### config.mk
export PLATFORM = sky130hd
export DESIGN_NAME = zikzak_sayac_p
export DESIGN_NICKNAME = d
export VERILOG_FILES = /design/src/rtl/zikzak_pkg.sv /design/src/rtl/zikzak_adim_hesap.sv /design/src/rtl/zikzak_sayac_p.sv
export SDC_FILE = /design/constraint.sdc
export NUM_CORES = 1
export LEC_CHECK = 0
export CORE_AREA = 5 5 79 118
export DETAILED_ROUTE_END_ITERATION = 12
export DIE_AREA = 0 0 84 123
export HOLD_SLACK_MARGIN = 0.06
export PLACE_DENSITY = 0.72
export SKIP_LAST_GASP = 1
export SLEW_MARGIN = 20
export SYNTH_ARGS = -nofsm -noshare
export SYNTH_HDL_FRONTEND = slang
export SYNTH_SLANG_ARGS = --single-unit
### constraint.sdc
create_clock -name saat -period 4.35 [get_ports saat]
set_input_delay 0.87 -clock saat [delete_from_list [all_inputs] [get_ports saat]]
set_output_delay 0.87 -clock saat [all_outputs]
set_load 0.1 [all_outputs]
### src/rtl/zikzak_pkg.sv
// Shared types and helpers for the zig-zag counter: FSM states, step phase,
// completion codes and the start-time configuration check.
package zikzak_pkg;

  typedef enum logic {
    BOS,
    SAY
  } durum_e;

  typedef enum logic {
    FAZ_ILERI,
    FAZ_GERI
  } faz_e;

  localparam logic [1:0] DURUM_SINIR = 2'd0;
  localparam logic [1:0] DURUM_IPTAL = 2'd1;
  localparam logic [1:0] DURUM_HATA  = 2'd2;

  // Arguments are widened by the caller so one helper serves any parameterisation.
  function automatic logic ayar_gecerli(
    input int unsigned bas,
    input int unsigned ileri,
    input int unsigned geri,
    input int unsigned alt,
    input int unsigned ust
  );
    return (ileri != 0) && (ileri > geri) && (alt <= ust) &&
           (bas >= alt) && (bas <= ust);
  endfunction

endpackage

### src/rtl/zikzak_adim_hesap.sv
// Combinational next-candidate computation for the zig-zag counter, with
// carry/borrow and bound checking done in one extra bit of width.
module zikzak_adim_hesap #(
  parameter int unsigned GENISLIK = 8,
  parameter int unsigned ADIM_GEN = 3
) (
  input  logic [GENISLIK-1:0] i_deger,
  input  logic [ADIM_GEN-1:0] i_adim,
  input  logic                i_ekle,
  input  logic [GENISLIK-1:0] i_alt,
  input  logic [GENISLIK-1:0] i_ust,
  output logic [GENISLIK-1:0] o_aday,
  output logic                o_aralikta
);

  logic [GENISLIK:0] w_genis;
  logic [GENISLIK:0] w_adim_genis;

  always_comb begin
    w_adim_genis = (GENISLIK+1)'(i_adim);
    w_genis      = i_ekle ? ({1'b0, i_deger} + w_adim_genis)
                          : ({1'b0, i_deger} - w_adim_genis);
    o_aday       = w_genis[GENISLIK-1:0];
    // The top bit catches both carry past all-ones and borrow below zero.
    o_aralikta   = !w_genis[GENISLIK] && (o_aday >= i_alt) && (o_aday <= i_ust);
  end

endmodule

### src/rtl/zikzak_sayac_p.sv
// Zig-zag counter with start/busy/done handshake, step count and status code.
// Optional pause input `duraklat` is enabled by defining ZIKZAK_DURAKLAT_EN.
module zikzak_sayac_p
  import zikzak_pkg::*;
#(
  parameter int unsigned GENISLIK = 8,
  parameter int unsigned ADIM_GEN = 3,
  parameter int unsigned SAYI_GEN = 16
) (
  input  logic                saat,
  input  logic                reset,
  input  logic                basla,
  input  logic                durdur,
`ifdef ZIKZAK_DURAKLAT_EN
  input  logic                duraklat,
`endif
  input  logic [GENISLIK-1:0] baslangic_degeri,
  input  logic [ADIM_GEN-1:0] ileri_adim,
  input  logic [ADIM_GEN-1:0] geri_adim,
  input  logic                yon,
  input  logic [GENISLIK-1:0] alt_sinir,
  input  logic [GENISLIK-1:0] ust_sinir,
  output logic [GENISLIK-1:0] sonuc,
  output logic                gecerli,
  output logic                mesgul,
  output logic                bitti,
  output logic [1:0]          durum,
  output logic [SAYI_GEN-1:0] adim_sayisi
);

  durum_e              r_st;
  faz_e                r_faz;
  logic [GENISLIK-1:0] r_sonuc;
  logic                r_gecerli;
  logic                r_mesgul;
  logic                r_bitti;
  logic [1:0]          r_durum;
  logic [SAYI_GEN-1:0] r_adim_sayisi;
  logic [ADIM_GEN-1:0] r_ileri;
  logic [ADIM_GEN-1:0] r_geri;
  logic                r_yon;
  logic [GENISLIK-1:0] r_alt;
  logic [GENISLIK-1:0] r_ust;

  logic [ADIM_GEN-1:0] w_adim;
  logic                w_ekle;
  logic [GENISLIK-1:0] w_aday;
  logic                w_aralikta;
  logic                w_ayar_ok;
  logic                w_duraklat;

`ifdef ZIKZAK_DURAKLAT_EN
  assign w_duraklat = duraklat;
`else
  assign w_duraklat = 1'b0;
`endif

  assign w_adim    = (r_faz == FAZ_ILERI) ? r_ileri : r_geri;
  assign w_ekle    = (r_faz == FAZ_ILERI) ? r_yon : ~r_yon;
  assign w_ayar_ok = ayar_gecerli(32'(baslangic_degeri), 32'(ileri_adim),
                                  32'(geri_adim), 32'(alt_sinir), 32'(ust_sinir));

  zikzak_adim_hesap #(
    .GENISLIK(GENISLIK),
    .ADIM_GEN(ADIM_GEN)
  ) u_adim_hesap (
    .i_deger   (r_sonuc),
    .i_adim    (w_adim),
    .i_ekle    (w_ekle),
    .i_alt     (r_alt),
    .i_ust     (r_ust),
    .o_aday    (w_aday),
    .o_aralikta(w_aralikta)
  );

  always_ff @(posedge saat) begin
    if (reset) begin
      r_st          <= BOS;
      r_faz         <= FAZ_ILERI;
      r_sonuc       <= '0;
      r_gecerli     <= 1'b0;
      r_mesgul      <= 1'b0;
      r_bitti       <= 1'b0;
      r_durum       <= '0;
      r_adim_sayisi <= '0;
      r_ileri       <= '0;
      r_geri        <= '0;
      r_yon         <= 1'b0;
      r_alt         <= '0;
      r_ust         <= '0;
    end else begin
      r_gecerli <= 1'b0;
      r_bitti   <= 1'b0;
      case (r_st)
        BOS: begin
          if (basla) begin
            if (w_ayar_ok) begin
              r_ileri       <= ileri_adim;
              r_geri        <= geri_adim;
              r_yon         <= yon;
              r_alt         <= alt_sinir;
              r_ust         <= ust_sinir;
              r_sonuc       <= baslangic_degeri;
              r_gecerli     <= 1'b1;
              r_mesgul      <= 1'b1;
              r_adim_sayisi <= SAYI_GEN'(1);
              r_durum       <= DURUM_SINIR;
              r_faz         <= FAZ_ILERI;
              r_st          <= SAY;
            end else begin
              r_bitti       <= 1'b1;
              r_durum       <= DURUM_HATA;
              r_adim_sayisi <= '0;
            end
          end
        end
        SAY: begin
          // Abort outranks both pause and the bound check.
          if (durdur) begin
            r_mesgul <= 1'b0;
            r_bitti  <= 1'b1;
            r_durum  <= DURUM_IPTAL;
            r_st     <= BOS;
          end else if (w_duraklat) begin
            r_st <= SAY;
          end else if (w_aralikta) begin
            r_sonuc   <= w_aday;
            r_gecerli <= 1'b1;
            if (r_adim_sayisi != '1) r_adim_sayisi <= r_adim_sayisi + 1'b1;
            if (r_geri != '0)
              r_faz <= (r_faz == FAZ_ILERI) ? FAZ_GERI : FAZ_ILERI;
          end else begin
            r_mesgul <= 1'b0;
            r_bitti  <= 1'b1;
            r_durum  <= DURUM_SINIR;
            r_st     <= BOS;
          end
        end
        default: r_st <= BOS;
      endcase
    end
  end

  assign sonuc       = r_sonuc;
  assign gecerli     = r_gecerli;
  assign mesgul      = r_mesgul;
  assign bitti       = r_bitti;
  assign durum       = r_durum;
  assign adim_sayisi = r_adim_sayisi;

`ifndef SYNTHESIS
  a_sinir_icinde: assert property (@(posedge saat) disable iff (reset)
    r_mesgul |-> ((r_sonuc >= r_alt) && (r_sonuc <= r_ust)));
  a_bitti_gecerli: assert property (@(posedge saat) disable iff (reset)
    !(r_bitti && r_gecerli));
`endif

endmodule

==> impl_metrics.py <==
metrics = {
    "run_status": {
        "status": "finished, final reports clean",
    },
    "logic_synthesis": {
        "synth_top_family_by_area": "compound AO/OA/AOI/OAI gates",
        "synth_top_area_share_pct": 26.07,
        "syn_nets": 591,
        "synth_mux_area_share_pct": 4.457,
        "synth.distinct_cells": 68,
        "avgSynthCellArea_um2": 8.108,
        "yosysSeqAreaShare_pct": 26.07,
        "synth_fa_ha_area_share_pct": 16.78,
        "synth_area_leader_cell": "dfxtp_1",
        "postSynthCellCount": 502,
        "synthSimpleGateAreaFrac_pct": 18.72,
        "synthXorXnorAreaFrac_pct": 1.721,
        "synth_seq_cells": 53,
        "ys_warn_count": 0,
        "synth_compound_area_share_pct": 24.87,
        "yosys-top-cells-area": "dfxtp_1 (26%), ha_1 (16%), a21oi_1 (6.0%), o21ai_0 (4.8%), mux2i_1 (4.2%)",
        "synth_edf_count": 0,
        "syn-cell-area_mm2": 0.004070,
        "synthArstFlopShare_pct": 0,
        "synth-main-ff-cell": "dfxtp_1",
    },
    "cts": {
        "h-tree-depth": 2,
        "cts_buffer_depth": 2,
        "cts_root_buffer": "clkbuf_16",
        "numCtsBuffers": 5,
        "tritoncts": "built",
        "hold_buffers": 0,
        "cts_sinks": 53,
        "clock_latency_ns": 0.30,
        "clk_pin_slew_ns": 0.07,
    },
    "timing": {
        "whs_ns": 0.4783,
        "fin_skew_ns": 0.007989,
        "setup_viol": 0,
        "fmax_mhz": 233.2,
        "fin_crit_sh_pct": 98.59,
        "slew_viol_final": 0,
        "tightest_slew_ns": 0.9925,
        "relSlewSlack_pct": 33.63,
        "hold_violations": 0,
        "period_minus_slack_ns": 4.289,
    },
    "setup_path": {
        "critPathCaptureType": "flop",
        "path_class": "reg -> reg",
        "crit_fanout": 7,
        "slowest_delay_ns": 0.47,
        "cp_slowest_cell": "o41a_1",
        "crit_top_cell": "ha_2",
        "worstSetupStartpointType": "flop",
        "cp.arrival_ns": 4.49,
        "crit_required_ns": 4.56,
        "path_cells": "mux2i_4 -> ha_2 -> o22ai_1 -> mux2_2 -> a31oi_1 -> ha_2 -> a211oi_2 -> o21ai_1 -> xor2_1 -> buf_4 -> ha_4 -> nand3_1 -> nor4b_2 -> o2bb2ai_2 -> o2111ai_4 -> o41a_1 -> a311oi_1",
    },
    "finish": {
        "nets": 662,
        "seqCellArea_mm2": 0.001065,
        "n_antenna_cell": 0,
        "drive_gt1_share_pct": 12.89,
        "n_fill_cell": 738,
        "syn_to_final_growth_pct": 27.57,
        "multi_input_area_mm2": 0.002825,
        "stdcell_count": 681,
    },
    "detailed_routing": {
        "vias": 4181,
        "viasPerCell": 6.140,
        "drc": 0,
        "dr.pass1.iters": 5,
        "wl_per_cell_um": 17.97,
        "drt_iter0_drc": 216,
        "routed_wl_mm": 12.24,
        "drtAntennaViolNets": 0,
    },
    "pwr": {
        "p_sw_uw": 500.2,
        "seqPwrFrac_pct": 33.8,
        "leakagePower_uw": 0.001992,
        "p_sw_share_pct": 33.46,
        "power_frac_comb_pct": 34.3,
        "vdd_drop_max_v": 0.0001826,
        "p_int_uw": 994.7,
        "power_frac_clock_pct": 31.9,
        "p_per_area_mw_per_mm2": 287.9,
    },
    "global_route": {
        "grt_overflow_total": 0,
        "grt.total_usage_pct": 23.05,
        "grt_max_degree": 53,
        "gr-usage-met3_pct": 2.600,
        "use_met1_pct": 25.12,
        "antenna_found_initial": 0,
        "grt_pass1_wl_mm": 19.42,
        "grt.busiest_layer": "met2",
        "grt_pass1_vias": 3984,
        "grt_use_met2_pct": 45.27,
    },
    "floorplanning": {
        "initial_core_util_pct": 49.59,
        "io_pins": 64,
        "row_count": 41,
        "die_h_um": 123,
        "core_area_mm2": 0.008208,
        "die_x_um": 84,
        "design.die.area_mm2": 0.01033,
    },
    "placement": {
        "dp_hpwl_mm": 9.322,
        "gp_congestion": 0.8970,
        "dp.cells": 664,
        "io_buffers": 63,
    },
    "min_path": {
        "hp-class": "reg -> reg",
    },
    "run": {
        "max_cap_viol_count": 0,
    },
}
[metrics by stage]
stage	power (µW)	TNS (ns)	cell area (µm²)	setup WS, ns	utilization [%]
after floorplan	821.7	0	4070	0.3404	-
after global placement	940.1	0	4818	0.08901	58.70
after detailed placement	951.2	-0.5819	4818	-0.1333	58.70
after CTS	1451	0	5039	0.01862	61.39
after global routing	1555	-0.2739	5192	-0.05734	63.26
final	1495	0	5192	0.06125	63.26
[logic make-up (layout without fill, tap and decap cells)]
group,Yosys count,in the layout
XOR/XNOR,8,8
AO/OA/AOI/OAI,157,157
AND/OR/NAND/NOR,145,145
adder cells (fa/ha/maj),54,54
buffers and inverters,67,139
multiplexers,18,18
flip-flops,53,53
[cells in the final DEF, fill, tap and decap left out, types with 7 or more instances in the layout]
cell type	instances
nor2_1	17
nand3_1	33
a21oi_1	47
ha_1	50
a211oi_1	7
o21ai_0	36
dfxtp_1	52
mux2i_1	15
o211ai_1	10
clkdlybuf4s50_1	62
buf_4	22
or2_2	7
nand4_1	12
a221oi_1	7
nand2_1	38
inv_1	41
[registers in the layout, summed over array words and instances, names as in the netlist]
name and flops:
adim_sayisi 16, bitti 1, durum 2, gecerli 1, mesgul 1, r_alt 8
r_faz 1, r_geri 3, r_ileri 3, r_ust 8, r_yon 1, sonuc 8
[Yosys cell counts, drive strengths merged (3+ instances only)]
library cell,instances
nand4,12
nor2b,6
inv,41
nand3,34
dfxtp,53
and4,3
o211ai,10
a211oi,8
mux2i,17
ha,53
a21oi,49
nor2,17
nand2b,3
nand2,38
o21a,3
or3,4
o2111ai,3
and3,3
a221oi,7
buf,8
o21ai,39
nor3,7
or2,8
xnor2,6
a31oi,3
o22ai,8
clkbuf,16
a21o,5
o31ai,5
[worst paths after layout]
path	start	end	slack, ns	cells after the start
worst min-delay path	durum[1]$_SDFFE_PP0P_	durum[1]$_SDFFE_PP0P_	0.48	2
worst max register to register	r_faz$_SDFFE_PP0P_	adim_sayisi[12]$_SDFFE_PP0P_	0.06	17
worst min register to register	durum[1]$_SDFFE_PP0P_	durum[1]$_SDFFE_PP0P_	0.48	2
worst max-delay path	r_faz$_SDFFE_PP0P_	adim_sayisi[12]$_SDFFE_PP0P_	0.06	17
[what timing repair did]
action	in CTS	in global routing
buffers inserted	4	5
resized for setup	5	25
endpoints found under the setup margin	12	29
pin swaps	2	7
[power by group through the flow]
stage | registers [µW] | logic [µW] | clock network [µW]
floorplan | 561 | 261 | 0
global placement | 516 | 425 | 0
detailed placement | 516 | 435 | 0
CTS | 505 | 469 | 477
global route | 505 | 553 | 497
finish | 505 | 513 | 477
[metal layers]
metal	wire length, µm	vias up
met5	0	-
met4	444	0
met3	532	38
met2	6609	145
met1	4653	1985
li1	-	2013
[layout make-up]
class / count / area share (%)
multi-input cells: 382 / 54.41
flip-flops and latches: 53 / 20.51
repair buffers: 88 / 16.00
inverters: 43 / 3.108
clock buffers: 6 / 2.675
well taps: 107 / 2.578
clock inverters: 2 / 0.7229
[worst max-delay path, delay by kind of cell (launching register included)]
kind	cells	cell delay, ns
AOI/OAI and AO/OA	8	1.70
xor gates and xnor gates	1	0.20
adders and majority gates	3	0.82
buffers and inverters	1	0.17
DFF	1	0.40
muxes	2	0.51
and+or+nand+nor	2	0.37
Note: power is estimated with default switching activity, not from simulation.
